===== src/rtl/instruction_register.sv =====
// Fetch-and-hold stage: issues one instruction-memory read per fetch command,
// latches the returned word into the IR and decodes it into fixed fields.
module instruction_register #(
    parameter int unsigned WORD_SIZE = 32,
    parameter int unsigned IMM_SIZE  = 16,
    parameter int unsigned ADDR_SIZE = 32,
    parameter int unsigned TIMEOUT   = 16
) (
    input  logic                 i_clk,
    input  logic                 i_rst,
    input  logic                 i_fetch_start,
    input  logic [ADDR_SIZE-1:0] i_pc_in,
    output logic                 o_mem_req,
    output logic [ADDR_SIZE-1:0] o_mem_addr,
    input  logic [WORD_SIZE-1:0] i_mem_rdata,
    input  logic                 i_mem_ready,
    output logic                 o_busy,
    output logic                 o_ir_valid,
    output logic                 o_fetch_err,
    output logic [WORD_SIZE-1:0] o_instr_out,
    output logic [5:0]           o_opcode,
    output logic [4:0]           o_rs,
    output logic [4:0]           o_rt,
    output logic [4:0]           o_rd,
    output logic [4:0]           o_shamt,
    output logic [5:0]           o_funct,
    output logic [IMM_SIZE-1:0]  o_imm,
    output logic [25:0]          o_jtarget
);

    localparam int unsigned CNT_W = (TIMEOUT > 1) ? $clog2(TIMEOUT) : 1;

    typedef enum logic {
        S_IDLE = 1'b0,
        S_REQ  = 1'b1
    } state_t;

    state_t               r_state;
    logic [CNT_W-1:0]     r_cnt;
    logic [ADDR_SIZE-1:0] r_mem_addr;
    logic [WORD_SIZE-1:0] r_ir;
    logic                 r_ir_valid;
    logic                 r_fetch_err;

    // Control FSM; a capture in the last allowed wait cycle beats the timeout.
    always_ff @(posedge i_clk) begin
        if (i_rst) begin
            r_state     <= S_IDLE;
            r_cnt       <= '0;
            r_mem_addr  <= '0;
            r_ir        <= '0;
            r_ir_valid  <= 1'b0;
            r_fetch_err <= 1'b0;
        end else begin
            case (r_state)
                S_IDLE: begin
                    if (i_fetch_start) begin
                        r_mem_addr  <= i_pc_in;
                        r_cnt       <= '0;
                        r_ir_valid  <= 1'b0;
                        r_fetch_err <= 1'b0;
                        r_state     <= S_REQ;
                    end
                end
                S_REQ: begin
                    if (i_mem_ready) begin
                        r_ir       <= i_mem_rdata;
                        r_ir_valid <= 1'b1;
                        r_state    <= S_IDLE;
                    end else if (r_cnt == CNT_W'(TIMEOUT - 1)) begin
                        r_fetch_err <= 1'b1;
                        r_state     <= S_IDLE;
                    end else begin
                        r_cnt <= r_cnt + CNT_W'(1);
                    end
                end
                default: r_state <= S_IDLE;
            endcase
        end
    end

    // Handshake outputs come straight off the state register.
    assign o_mem_req   = (r_state == S_REQ);
    assign o_busy      = (r_state == S_REQ);
    assign o_mem_addr  = r_mem_addr;
    assign o_ir_valid  = r_ir_valid;
    assign o_fetch_err = r_fetch_err;

    // Field decode is pure wiring from the IR.
    assign o_instr_out = r_ir;
    assign o_opcode    = r_ir[31:26];
    assign o_rs        = r_ir[25:21];
    assign o_rt        = r_ir[20:16];
    assign o_rd        = r_ir[15:11];
    assign o_shamt     = r_ir[10:6];
    assign o_funct     = r_ir[5:0];
    assign o_imm       = r_ir[IMM_SIZE-1:0];
    assign o_jtarget   = r_ir[25:0];

endmodule

===== config.mk =====
export PLATFORM = sky130hd
export DESIGN_NAME = instruction_register
export DESIGN_NICKNAME = d
export VERILOG_FILES = /design/src/rtl/instruction_register.sv
export SDC_FILE = /design/constraint.sdc
export NUM_CORES = 1
export LEC_CHECK = 0
export ABC_AREA = 1
export CORE_MARGIN = 2
export CORE_UTILIZATION = 35
export CTS_BUF_LIST = sky130_fd_sc_hd__clkbuf_4 sky130_fd_sc_hd__clkbuf_8
export CTS_CLUSTER_DIAMETER = 40
export DETAILED_ROUTE_END_ITERATION = 10
export PLACE_DENSITY = 0.79
export SYNTH_ARGS = -nofsm -noshare
export SYNTH_HDL_FRONTEND = slang
export SYNTH_SLANG_ARGS = --single-unit

===== constraint.sdc =====
create_clock -name i_clk -period 2 [get_ports i_clk]
set_input_delay 0.2 -clock i_clk [delete_from_list [all_inputs] [get_ports i_clk]]
set_output_delay 0.2 -clock i_clk [all_outputs]
set_load 0.02 [all_outputs]

Word level (Yosys, flattened, before mapping)
Cells that the tools add are included.
{"block": "word_totals", "word_cells": 33, "register_bits": 71, "output_inout_bits": 142, "inputBits": 68}
{"block": "classes", "mux": 14, "addsub": 1, "n_eq_ne": 6, "reduce_logical": 5, "bitwise_logic": 1}
{"operator": "$mux W4", "count": 3}
{"operator": "$ne A2 B2 Y1 const B", "count": 4}
{"operator": "$pmux W4 S2", "count": 1}
{"operator": "$mux W1", "count": 7}
{"operator": "$pmux W1 S2", "count": 3}
{"operator": "$reduce_and A2 Y1", "count": 3}
{"operator": "$reduce_and A3 Y1", "count": 2}
{"operator": "$add A4 B1 Y4 const B", "count": 1}
{"operator": "$eq A4 B4 Y1 const B", "count": 1}
{"operator": "$ne A2 B1 Y1 const B", "count": 1}
{"operator": "$not A1 Y1", "count": 1}

Longest topological paths before layout
{"block": "depth", "depth_word": 4, "mapped_depth": 7, "ltp_nobuf": 7}

Worst setup path after synthesis
Ideal clock, no wire load.
{"block": "synth_path", "path_type": "flip-flop to flip-flop", "startpoint": "reg r_state, in the netlist o_busy", "endpoint": "reg r_ir[10], in the netlist o_instr_out[10]", "required_time_ps": 1884, "setup_ps": 116, "arrival_ps": 1068, "slack_ps": 816, "path_buffers": 1, "synth_period_minus_slack_ps": 1184, "stages_incl_launch_ff": 5, "path_cell_list": "dfxtp_1 nand2_2 clkbuf_1 o21ai_0 nor2_1"}
{"block": "synth_via", "elab_chain_cells": 1}
{"item": "start: declaration", "line_no": "38", "source": "state_t r_state;"}
{"item": "start signal: assignment", "line_no": "48", "source": "r_state <= S_IDLE;"}
{"item": "start signal: assignment", "line_no": "62", "source": "r_state <= S_REQ;"}
{"item": "start signal: assignment", "line_no": "69", "source": "r_state <= S_IDLE;"}
{"item": "$reduce_and A2 Y1 (no line)"}
{"item": "end signal: assignment", "line_no": "67", "source": "r_ir <= i_mem_rdata;"}
{"item": "end: declaration", "line_no": "41", "source": "logic [WORD_SIZE-1:0] r_ir;"}
Every way passes these cells.
A chain may end at the register's enable or synchronous reset.

Worst setup path in the final report
{"block": "layout_path", "startpoint": "reg r_state, in the netlist o_busy", "endpoint": "out o_mem_req"}
{"item": "end: declaration", "line_no": "13", "source": "output logic o_mem_req,"}
No word-level cell between the ends.

==> metrics.txt <==
run status=complete, no violations; crit-path leading delay family=buffers and inverters; pre-CTS setup slack=427 ps; fin. max-slew vios=0; HPWL after detailed placement=6470 um; post_cts resized=0; Critical path buffers and inverters=1; pin count of the biggest net entering global routing=38; count leader, synth=nor2_1; crit end category=output pin; DRC Markers=0; via count=~2900; share of layout cells above drive strength 1=0.0542; CP arrival=1560 ps; worst slew pin tran=573 ps; critical-path maximum fanout=8; Startpoint Class=register; critical path's largest stage delay=about 700 ps; Die Y=99.2 um; clock sink total=between 70 and 80; CTS Hold Buffers Added=0; worst path required time=1800 ps; clk slew on worst S/H paths=around 70 ps; Final setup viols=0; Post-synth top flop=dfxtp_1; IO Count=210; Routed wire per std cell=13.4 um; routability congestion estimate=~0.75; root buf cell=clkbuf_8; overall routed net length=between 8000 and 9000 um; fin crit share=0.880; synth cell count leaders=nor2_1, buf_4, dfxtp_1; antenna cell count=0; vias in the first global route=between 2000 and 3000; syn_nets=around 470; Max clock buf depth=2; P per Cell Area=between 800 and 900 nW/um2; drt pass-1 iters=4; Layout Utilization=0.568; Setup Fix Bufs, Post-CTS=0; Relative slew margins=0.618; first-pass GRT wire length=roughly 14000 um; mean post-synth cell area=between 7 and 8 um2; CTS tree=done; Pwr Total=around 0.0040 W; largest area contributor in the netlist=dfxtp_1; die area=9840 um2; initial antenna violation count=0; Total GRT Usage=0.173; Worst IR Drop VDD=627 uV; FMAX=between 500 and 600 MHz; DP Area=around 4700 um2; area delta synth->final=56.9%; DIE WIDTH=~100 um; clock period minus final worst setup slack=~1800 ps; clk_skew=between 6 and 7 ps; Worst Hold Class=primary input to register; H-tree depth reported by CTS=3; DR vias/cell=4.51; async set or reset register ratio after synthesis=0; register bit count reported by yosys=71; CP Cell Sequence=clkdlybuf4s50_1; post-synthesis sequential area ratio=0.448; Worst-Skew Late Latency=between 300 and 400 ps; Starting Density=0.362; total gr overflow=0; Hold Violations, Final=0; Register Area=between 1000 and 1500 um2; Core ar.=8760 um2; Post-Synthesis Cells=400; reg2reg setup slack=~540 ps; Layout fillers=about 830; WS Path Type=register to output pin; Post-DRT Antenna Nets=0; multi-input logic area=973 um2; Synth cell types=22; Final Cell Area=4970 um2; TritonCTS Buffers=9; Yosys top cell area share=0.448; Synth Cell Area=roughly 3200 um2; number of synthesized flops with an enable pin=0; RSZ-0062 raised after global routing=no; initial DRC count=107; IO Port Bufs=around 210; Pleak=approximately 1.9 nW; Setup TNS=0 ps; Crit-path slowest cell=clkdlybuf4s50_1; largest cells by area after synthesis=dfxtp_1, buf_4, nor2_1; Final nets=roughly 600; setup slack after layout=~240 ps; yosys warns=0; MaxCap Viol Count=0; Rows=34
## cell type report
cell class / count / area share
clock buffers: 12 / 0.0332
clock inverters: 4 / 0.0199
inverters: 10 / 0.00755
multi-input cells: 224 / 0.196
flip-flops and latches: 71 / 0.286
well taps: 108 / 0.0272
repair buffers: 214 / 0.431
## through the flow
stage / hold WS [ps] / instances
floorplan: 269 / 400
global placement: 461 / 627
detailed placement: 473 / 627
CTS: 440 / 643
global route: 455 / 643
finish: 465 / 643
## cells by family (layout without fill, tap and decap cells)
group           count (synthesis)  in the layout  share of synthesized area
compound gates                 70             70                      0.112
xor+xnor                        1              1                    0.00276
fa+ha+maj                       1              1                    0.00395
buf+inv                       105            240                      0.245
flops                          71             71                      0.448
simple gates                  152            152                      0.188
## metal layers
layer | GRT usage | routed length [um] | vias to the layer above | part of all wire
li1 | - | - | 1443 | -
met1 | 0.196 | 3480 | 1327 | 0.40
met2 | 0.304 | 4400 | 127 | 0.51
met3 | 0.0625 | 708 | 4 | 0.082
met4 | 0.0537 | 48 | 0 | 0.0056
met5 | 0 | 0 | - | 0
## worst paths after layout
kind	cells past startpoint	end	start
setup / recovery	1	o_mem_req	o_busy
hold / removal	3	o_mem_addr[12]	i_pc_in[12]
setup reg to reg	7	r_cnt[3]	o_busy
hold reg to reg	1	o_fetch_err	o_fetch_err
## where the power goes
group          internal [W]  switching (W)  total, W
logic              0.000485       0.000468  0.000953
clock network      0.000936       0.000519   0.00145
registers           0.00151      0.0000766   0.00159
total               0.00293        0.00106   0.00400
## state kept, by name (all words and copies together), names as in the netlist
name	flops
o_instr_out	32
o_mem_addr	32
r_cnt	4
o_busy	1
o_fetch_err	1
o_ir_valid	1
## cells in the final DEF, fill, tap and decap left out, drive strengths merged
| master | count |
|---|---|
| a21oi | 3 |
| buf | 5 |
| bufinv | 3 |
| clkbuf | 12 |
| clkdlybuf4s50 | 209 |
| dfxtp | 71 |
| ha | 1 |
| inv | 11 |
| nand2 | 9 |
| nand3 | 7 |
| nand4 | 1 |
| nor2 | 135 |
| o21ai | 66 |
| o21ba | 1 |
| xnor2 | 1 |
(Power assumes the default switching activity.)
